$ cat config.mk
export PLATFORM = sky130hd
export DESIGN_NAME = leds_hold_display_flat
export DESIGN_NICKNAME = d
export VERILOG_FILES = /design/src/rtl/leds_hold_display_if.sv /design/src/rtl/leds_hold_display.sv /design/src/flat_wrapper.sv
export SDC_FILE = /design/constraint.sdc
export NUM_CORES = 1
export LEC_CHECK = 0
export BUFFER_PORTS_ARGS = -buffer_cell sky130_fd_sc_hd__buf_2
export CAP_MARGIN = 15
export CORE_MARGIN = 5
export CORE_UTILIZATION = 40
export DETAILED_ROUTE_END_ITERATION = 12
export PLACE_DENSITY_LB_ADDON = 0.12
export SKIP_CTS_REPAIR_TIMING = 1
export SYNTH_ARGS = -nofsm -noshare
export SYNTH_HDL_FRONTEND = slang
export SYNTH_SLANG_ARGS = --single-unit
$ cat constraint.sdc
create_clock -name clk -period 2.8 [get_ports clk]
set_input_delay 0.56 -clock clk [delete_from_list [all_inputs] [get_ports clk]]
set_output_delay 0.56 -clock clk [all_outputs]
set_load 0.02 [all_outputs]
$ cat src/rtl/leds_hold_display_if.sv
// leds_hold_display_if
//   Bundles the result/strobe inputs and the LED/status outputs of
//   leds_hold_display.
//   master : producer side (multiplier control FSM or testbench)
//   slave  : the display stage
//   Signals: i_product[DW-1:0], i_sign, i_valid, i_clear  (master -> slave)
//            o_led[DW:0], o_ready, o_busy, o_accept        (slave -> master)
interface leds_hold_display_if #(
    parameter int DW = 16
);
    logic [DW-1:0] i_product;
    logic          i_sign;
    logic          i_valid;
    logic          i_clear;
    logic [DW:0]   o_led;
    logic          o_ready;
    logic          o_busy;
    logic          o_accept;

    modport master (
        output i_product, i_sign, i_valid, i_clear,
        input  o_led, o_ready, o_busy, o_accept
    );

    modport slave (
        input  i_product, i_sign, i_valid, i_clear,
        output o_led, o_ready, o_busy, o_accept
    );
endinterface

$ cat src/rtl/leds_hold_display.sv
// leds_hold_display
//   Registered LED output stage for a signed multiplier result. A result
//   (magnitude + sign) is captured on i_valid, shown on o_led from the next
//   cycle, held for at least HOLD_CYCLES cycles (o_busy high, further strobes
//   dropped), then kept until cleared or overwritten.
//   Ports:
//     clk  - system clock, rising edge
//     rst  - asynchronous active-low reset
//     bus  - leds_hold_display_if.slave:
//            i_product/i_sign/i_valid/i_clear in,
//            o_led ([DW]=sign, [DW-1:0]=magnitude), o_ready, o_busy, o_accept out
//   Optional feature macro: LEDS_BLINK_EN
//     When defined, a negative result blinks its magnitude with half-period
//     BLINK_HALF cycles while displayed; the sign bit stays steady.
module leds_hold_display #(
    parameter int DW          = 16,
    parameter int HOLD_CYCLES = 8,
    parameter int BLINK_HALF  = 4
) (
    input  logic                 clk,
    input  logic                 rst,
    leds_hold_display_if.slave   bus
);
    localparam int CW = $clog2(HOLD_CYCLES + 1);

    if (HOLD_CYCLES < 1 || BLINK_HALF < 1) begin : g_bad_param
        $error("leds_hold_display: HOLD_CYCLES and BLINK_HALF must be >= 1");
    end

    typedef enum logic [1:0] {
        IDLE    = 2'd0,
        DISPLAY = 2'd1,
        HOLD    = 2'd2
    } state_t;

    state_t        state_q, state_d;
    logic [CW-1:0] cnt_q, cnt_d;
    logic [DW-1:0] mag_q, mag_d;
    logic          sign_q, sign_d;
    logic          clr_q, clr_d;
    logic          accept_q, accept_d;
    logic          capture;
    logic          blank;

    always_comb begin
        state_d  = state_q;
        cnt_d    = cnt_q;
        mag_d    = mag_q;
        sign_d   = sign_q;
        clr_d    = clr_q;
        accept_d = 1'b0;
        capture  = 1'b0;

        case (state_q)
            IDLE: begin
                capture = bus.i_valid;
            end
            DISPLAY: begin
                // A clear arriving in the final hold cycle still counts.
                clr_d = clr_q | bus.i_clear;
                if (cnt_q == '0) begin
                    clr_d = 1'b0;
                    if (clr_q | bus.i_clear) begin
                        state_d = IDLE;
                        mag_d   = '0;
                        sign_d  = 1'b0;
                    end else begin
                        state_d = HOLD;
                    end
                end else begin
                    cnt_d = cnt_q - CW'(1);
                end
            end
            HOLD: begin
                // A simultaneous strobe wins over a clear.
                capture = bus.i_valid;
                if (!bus.i_valid && bus.i_clear) begin
                    state_d = IDLE;
                    mag_d   = '0;
                    sign_d  = 1'b0;
                end
            end
            default: begin
                state_d = IDLE;
                mag_d   = '0;
                sign_d  = 1'b0;
                cnt_d   = '0;
                clr_d   = 1'b0;
            end
        endcase

        if (capture) begin
            state_d  = DISPLAY;
            mag_d    = bus.i_product;
            sign_d   = bus.i_sign;
            cnt_d    = CW'(HOLD_CYCLES - 1);
            clr_d    = 1'b0;
            accept_d = 1'b1;
        end
    end

    always_ff @(posedge clk or negedge rst) begin
        if (!rst) begin
            state_q  <= IDLE;
            cnt_q    <= '0;
            mag_q    <= '0;
            sign_q   <= 1'b0;
            clr_q    <= 1'b0;
            accept_q <= 1'b0;
        end else begin
            state_q  <= state_d;
            cnt_q    <= cnt_d;
            mag_q    <= mag_d;
            sign_q   <= sign_d;
            clr_q    <= clr_d;
            accept_q <= accept_d;
        end
    end

`ifdef LEDS_BLINK_EN
    localparam int BW = $clog2(2 * BLINK_HALF);

    logic [BW-1:0] blink_q, blink_d;

    // Phase counter runs 0 .. 2*BLINK_HALF-1; the first half is the "on" phase.
    always_comb begin
        blink_d = blink_q;
        if (capture || state_d == IDLE) begin
            blink_d = '0;
        end else if (blink_q == BW'(2 * BLINK_HALF - 1)) begin
            blink_d = '0;
        end else begin
            blink_d = blink_q + BW'(1);
        end
        blank = sign_q && (state_q != IDLE) && (blink_q >= BW'(BLINK_HALF));
    end

    always_ff @(posedge clk or negedge rst) begin
        if (!rst) begin
            blink_q <= '0;
        end else begin
            blink_q <= blink_d;
        end
    end
`else
    assign blank = 1'b0;
`endif

    assign bus.o_led    = {sign_q, (blank ? {DW{1'b0}} : mag_q)};
    assign bus.o_ready  = (state_q != IDLE);
    assign bus.o_busy   = (state_q == DISPLAY);
    assign bus.o_accept = accept_q;
endmodule

$ cat src/flat_wrapper.sv
// flat-port wrapper written by rule: the top's interface ports become plain ports
module leds_hold_display_flat 
#(
    parameter int DW          = 16,
    parameter int HOLD_CYCLES = 8,
    parameter int BLINK_HALF  = 4
)
  (clk, rst, bus_i_product, bus_i_sign, bus_i_valid, bus_i_clear, bus_o_led, bus_o_ready, bus_o_busy, bus_o_accept);
  leds_hold_display_if #(.DW(DW)) bus_i ();
  input  logic clk;
  input  logic rst;
  input wire logic [$bits(bus_i.i_product)-1:0] bus_i_product;
  input wire logic [$bits(bus_i.i_sign)-1:0] bus_i_sign;
  input wire logic [$bits(bus_i.i_valid)-1:0] bus_i_valid;
  input wire logic [$bits(bus_i.i_clear)-1:0] bus_i_clear;
  output wire logic [$bits(bus_i.o_led)-1:0] bus_o_led;
  output wire logic [$bits(bus_i.o_ready)-1:0] bus_o_ready;
  output wire logic [$bits(bus_i.o_busy)-1:0] bus_o_busy;
  output wire logic [$bits(bus_i.o_accept)-1:0] bus_o_accept;
  assign bus_i.i_product = bus_i_product;
  assign bus_i.i_sign = bus_i_sign;
  assign bus_i.i_valid = bus_i_valid;
  assign bus_i.i_clear = bus_i_clear;
  assign bus_o_led = bus_i.o_led;
  assign bus_o_ready = bus_i.o_ready;
  assign bus_o_busy = bus_i.o_busy;
  assign bus_o_accept = bus_i.o_accept;
  leds_hold_display #(.DW(DW), .HOLD_CYCLES(HOLD_CYCLES), .BLINK_HALF(BLINK_HALF)) u_core (.clk(clk), .rst(rst), .bus(bus_i));
endmodule
Word-level counts from Yosys, hierarchy flattened
Cells that the tools add are included.
Operators by class
  add/subtract/negate cells: 1
  multiply operators: 0
  divide/modulo/power cells: 0
  magnitude comparators: 0
  equality and inequality tests: 8
  shift operators: 0
  multiplexer cells: 23
  bitwise gates (word level): 1
  reductions and logical operators: 9
Operator list (count)
  16-bit two-way mux: 4
  16-bit case mux with 3 select lines: 1
  3-bit by 1-bit inequality test with 1-bit output, second input constant: 3
  1-bit two-way mux: 8
  2-bit two-way mux: 4
  4-bit two-way mux: 2
  4-bit case mux with 2 select lines: 1
  2-bit case mux with 3 select lines: 1
  4-bit zero test: 1
  2-bit by 1-bit inequality test with 1-bit output, second input constant: 2
  4-bit AND reduction: 1
  4-bit by 1-bit subtractor with 4-bit output, second input constant: 1
  3-bit by 2-bit inequality test with 1-bit output, second input constant: 1
  1-bit case mux with 3 select lines: 1
  3-bit AND reduction: 1
  2-bit by 1-bit == test with 1-bit output, second input constant: 1
  2-bit == test, second input constant: 1
  2-bit zero test: 1
  1-bit case mux with 2 select lines: 1
  2-bit AND reduction: 1
  2-bit nonzero test: 1
  2-bit OR reduction: 1
  1-bit logical AND: 1
  1-bit zero test: 1
  1-bit bitwise OR: 1
Word-level totals
  register bits: 25
  latch bits: 0
  memory bits (writable): 0
  bits in read-only memories: 0
  bits of input ports: 21
  output and inout bits: 20
  memories kept: 0

Longest topological paths before layout
Gate-level depths: netlist of the first run.
  depth in word-level cells: 5
  depth in mapped cells: 8

Worst setup path after synthesis of the first run
No wires, ideal clock.
  path type: register -> register
  start point: register u_core.cnt_q[0]
  end point: register u_core.mag_q[10]
  library setup time: 0.121 ns
  arrival: 1.791 ns
  setup slack: 0.888 ns
  stages on the path, launching flop included: 9
  buffers on the path: 3
  path through: dfrtp_1 > inv_1 > ha_1 > or3b_1 > buf_2 > a221o_1 > buf_6 > buf_8 > a22o_1
On the way
  word-level cells in the longest chain between the ends: 3
RTL lines
  from (decl): RTL line leds_hold_display.sv:37  | logic [CW-1:0] cnt_q, cnt_d;
  from (signal assigned): RTL line leds_hold_display.sv:112  | cnt_q <= cnt_d;
  4-bit zero test: RTL line leds_hold_display.sv:61  | if (cnt_q == '0) begin
  3-bit by 1-bit inequality test with 1-bit output (no line)
  4-bit AND reduction (no line)
  to (signal assigned): RTL line leds_hold_display.sv:113  | mag_q <= mag_d;
  to (decl): RTL line leds_hold_display.sv:38  | logic [DW-1:0] mag_q, mag_d;
No other way between the ends.
A chain may end at the register's enable or synchronous reset.

Final worst setup path of the first run
  start point: register u_core.cnt_q[0]
  end point: register u_core.mag_q[5]
Same word-level chain as after synthesis.

==> results of run 1 <==
## sequential cells by signal, summed over array words and instances (netlist names)
register / flops
u_core.mag_q: 16
u_core.cnt_q: 4
u_core.state_q: 2
u_core.bus.o_accept: 1
u_core.clr_q: 1
u_core.sign_q: 1
## cell type report
cell class	count	area, sq um
clock buffer	3	22.5
clock inverter	1	7.51
fill	235	1210
inverter	3	11.3
multi-input combinational	49	352
sequential	25	626
tap	30	37.5
timing repair buffer	41	208
## logic make-up after synthesis
| kind of cell | after synthesis | synth area share |
|---|---|---|
| adders and majority gates | 1 | 0.0120 |
| and+or+nand+nor | 17 | 0.0916 |
| DFF | 25 | 0.602 |
| AOI/OAI and AO/OA | 31 | 0.235 |
| buffers and inverters | 10 | 0.0590 |
## worst max-delay path, cell delays in order (launching register included)
cell and delay (ps):
dfrtp_1 440, inv_1 70, ha_1 190, or3b_1 470, a221o_1 580, a22o_1 280
## cells in the mapped netlist (all sizes together), types with 2 or more instances
cell type | number | area share
a21o | 2 | 0.014
a21oi | 3 | 0.014
a22o | 18 | 0.15
a31oi | 2 | 0.012
buf | 4 | 0.037
clkbuf | 3 | 0.011
dfrtp | 25 | 0.60
inv | 3 | 0.011
nand2 | 4 | 0.014
nor2 | 2 | 0.0072
nor3 | 3 | 0.014
o21ai | 2 | 0.0096
## per-stage QoR
stage | hold WS [ps] | total power [mW] | utilization
2_1_floorplan | 264 | 1.14 | -
3_3_place_gp | 477 | 1.29 | 0.498
3_5_place_dp | 476 | 1.30 | 0.498
4_1_cts | 212 | 1.47 | 0.510
5_1_grt | 227 | 1.57 | 0.510
6_report | 204 | 1.46 | 0.510
## layer usage
layer | wire (um) | track usage
met2 | 1050 | 0.217
met5 | 0 | 0
met4 | 15 | 0.0372
met1 | 1030 | 0.168
met3 | 182 | 0.0447
## path summary, 6_finish.rpt
check / from / endpoint / slack, ps / cells after the start
setup / recovery: u_core.cnt_q[0] / u_core.mag_q[5] / 660 / 5
hold / removal: rst / u_core.mag_q[0] / 200 / 1
setup reg to reg: u_core.cnt_q[0] / u_core.mag_q[5] / 660 / 5
hold reg to reg: u_core.mag_q[2] / u_core.mag_q[2] / 510 / 1
max in group asynchronous: rst / u_core.mag_q[2] / 2230 / 1
min in group clk: bus_i_clear / u_core.state_q[1] / 410 / 2
## report_power, final
group          internal, mW  switching (mW)
Clock                0.0545           0.110
Combinational         0.289           0.397
Sequential            0.507           0.102
==> out/metrics.yaml, run 1 <==
layout:
  stdcell_count: 152
  area_growth_pct: 21.7
  layout_common_cells: "40 x buf_2, 25 x dfrtp_1, 18 x a22o_1"
  finalInstanceArea_sq_mm: 0.00126
  nets: 145
  final_layout_size_suffix_gt1_frac: 0.377
  layout_commonest_cell: "buf_2"
  n_antenna_cell: 0
sta:
  fin_tns_setup_ps: 0
  drv_slew: 0
  worst_clock_skew_ps: 5.95
  clock.fmax_mhz: 467
  hold_viol_final: 0
  fin_crit_sh: 0.765
  timing.final.ws_setup_ps: 658
  worst_pin_slew_ps: 656
  min_period_ps: 2140
  rsz0062_at_grt: "false"
  slew_headroom: 0.562
  setup_viol: 0
critical_path:
  cp.required_ps: 3020
  arrival_ps: 2360
  cp-end-kind: "flop"
  path_class: "flop to flop"
  worst_setup_path_start_kind: "flop"
  worstPathMaxFanout: 17
yosys:
  ys_types: 28
  ys_async_sr_fraction: 1.00
  yosysWarnings: 0
  ys_seq_area_frac: 0.602
  ys_seq_elements: 25
  synth_area_sq_mm: 0.00104
  syn_inst: 84
  synth_enable_flop_cells: 0
  synth-main-ff-cell: "dfrtp_1"
  syn_area_per_cell_sq_um: 12.4
  synth_nets: 106
die:
  initial_core_util: 0.419
  die_w_um: 61.0
  rows: 18
  dieArea_sq_mm: 0.00372
  die_y_um: 61.0
  core-area_sq_mm: 0.00248
  ios: 41
grt:
  antenna_found_initial: 0
  grt_use_total: 0.133
  grt_pass1_vias: 839
  grt.overflow.total: 0
  grt_pass1_wl_mm: 3.75
  grt_start_max_net_pins: 26
drt:
  postRouteWirelength_mm: 2.28
  dr.first_iter.drc_count: 47
  drc: 0
  wire_per_inst_um: 15.0
  dr.pass1.iters: 4
  ant_nets: 0
  via_count: 826
  vias_per_cell: 5.43
run:
  drv_cap: 0
run_status:
  status: "complete, no violations"
power_and_ir_drop:
  ir_worst_vdd_v: 0.000637
  p_leak_nw: 0.673
  pwr_density_cell_mw_per_mm2: 1150
placed_design:
  place_congestion: 0.877
  place_inst: 148
  post-place-ws_ps: 727
  numPortBuffers: 40
  postPlaceCellArea_sq_mm: 0.00123
  dp_hpwl_mm: 1.54
clock_tree:
  clock_latency_ps: 320
  cts_buffers: 3
  cts.sinks: 25
  clk_pin_slew_ps: 140
  h-tree-depth: 1
  tritoncts: "built"
  cts-root-buf: "clkbuf_4"
  cts_buffer_depth: 2
hold_path:
  hold_class: "input pin to asynchronous set/reset pin"
No activity file was read; power rests on OpenSTA's default activity.
==> run 2: changes to the inputs <==
clock period = 2.2 ns   (was 2.8 ns; I/O delays follow)
==> run 2 against run 1 <==
Setup slack worse by 430 ps. Cell count up 0.66%. Routed wire length shrank 5.1%.
==> out/metrics.yaml, run 2 (same netlist as run 1, synthesis figures left out) <==
drt:
  wire_per_inst_um: 14.1
  dr.first_iter.drc_count: 34
  via_count: 799
  postRouteWirelength_mm: 2.16
  dr.pass1.iters: 4
  vias_per_cell: 5.22
  drc: 0
  ant_nets: 0
sta:
  hold_slack_ps: 67.9
  hold_viol_final: 0
  setup_viol: 0
  clock.fmax_mhz: 507
  drv_slew: 0
  slew_headroom: 0.603
  fin_tns_setup_ps: 0
  worst_pin_slew_ps: 594
  rsz0062_at_grt: "false"
  worst_clock_skew_ps: 4.47
  min_period_ps: 1970
  fin_crit_sh: 0.897
clock_tree:
  clk_pin_slew_ps: 140
  cts.sinks: 25
  cts_buffers: 3
  h-tree-depth: 1
  tritoncts: "built"
  cts-root-buf: "clkbuf_4"
  clock_latency_ps: 330
  cts_buffer_depth: 2
grt:
  grt_pass1_wl_mm: 3.39
  grt_use_total: 0.124
  grt_start_max_net_pins: 26
  grt.overflow.total: 0
  antenna_found_initial: 0
  grt_pass1_vias: 727
critical_path:
  worst_setup_path_start_kind: "flop"
  worstPathMaxFanout: 17
  cp.required_ps: 2430
  crit_chain: "inv_1, ha_1, or3b_1, a221o_1, a22o_1"
  cp_slowest_cell: "a221o_1"
  cp-end-kind: "flop"
  arrival_ps: 2210
  slowest_delay_ps: 530
  path_class: "flop to flop"
die:
  die_w_um: 61.0
  initial_core_util: 0.419
  ios: 41
  core-area_sq_mm: 0.00248
  die_y_um: 61.0
  rows: 18
  dieArea_sq_mm: 0.00372
placed_design:
  postPlaceCellArea_sq_mm: 0.00124
  place_congestion: 0.844
  numPortBuffers: 40
  place_inst: 149
  dp_hpwl_mm: 1.55
layout:
  finalInstanceArea_sq_mm: 0.00127
  largest_register_ffs: 16
  fillers: 231
  final_layout_size_suffix_gt1_frac: 0.382
  largestRegisters: "u_core.mag_q: 16 flops, u_core.cnt_q: 4 flops, u_core.state_q: 2 flops"
  area_growth_pct: 22.4
  n_antenna_cell: 0
  nets: 146
  layout_commonest_cell: "buf_2"
  layout_common_cells: "40 x buf_2, 25 x dfrtp_1, 18 x a22o_1"
  stdcell_count: 153
  regMostFlops: "u_core.mag_q"
hold_path:
  hold_class: "input pin to asynchronous set/reset pin"
power_and_ir_drop:
  pwr_density_cell_mw_per_mm2: 1460
  p_leak_nw: 0.678
  ir_worst_vdd_v: 0.000789
run_status:
  status: "complete, no violations"
run:
  drv_cap: 0
==> run 2: final cells by class <==
type | count | area (sq um) | area share
Clock inverter | 1 | 7.51 | 0.00591
Timing Repair Buffer | 42 | 215 | 0.169
Inverter | 3 | 11.3 | 0.00886
Sequential cell | 25 | 626 | 0.492
Multi-Input combinational cell | 49 | 352 | 0.277
Clock buffer | 3 | 22.5 | 0.0177
Tap cell | 30 | 37.5 | 0.0295
==> run 2: critical path, delay by kind of cell (launching register included) <==
family	cells	cell delay, ps
simple gates	1	370
flops	1	440
buf+inv	1	80
compound gates	2	800
fa+ha+maj	1	180
==> run 2: path summary, 6_finish.rpt <==
check                               endpoint       startpoint  slack [ps]  depth (start not counted)
setup / recovery            u_core.mag_q[12]  u_core.cnt_q[0]         230                          5
hold reg to reg              u_core.mag_q[2]  u_core.mag_q[2]         510                          1
setup reg to reg            u_core.mag_q[12]  u_core.cnt_q[0]         230                          5
min in group clk           u_core.state_q[1]      bus_i_clear         280                          2
hold / removal             u_core.state_q[1]              rst          70                          1
max in group asynchronous    u_core.mag_q[2]              rst        1780                          1
==> run 2: report_power, final <==
part / internal (mW) / switching (mW)
clock network: 0.0697 / 0.147
registers: 0.645 / 0.128
logic: 0.372 / 0.492
total: 1.09 / 0.767
==> run 2: per-stage QoR <==
step / total power, mW / util / setup WS (ps)
floorplan: 1.45 / - / 288
global placement: 1.65 / 0.501 / 275
detailed placement: 1.66 / 0.501 / 245
CTS: 1.88 / 0.513 / 229
global route: 2.00 / 0.513 / 124
finish: 1.85 / 0.513 / 226
==> run 2: layer usage <==
metal | up-vias | track usage | share of wire
li1 | 389 | - | -
met1 | 386 | 0.165 | 0.44
met2 | 22 | 0.194 | 0.46
met3 | 2 | 0.0489 | 0.093
met4 | 0 | 0.0217 | 0.0037
met5 | - | 0 | 0
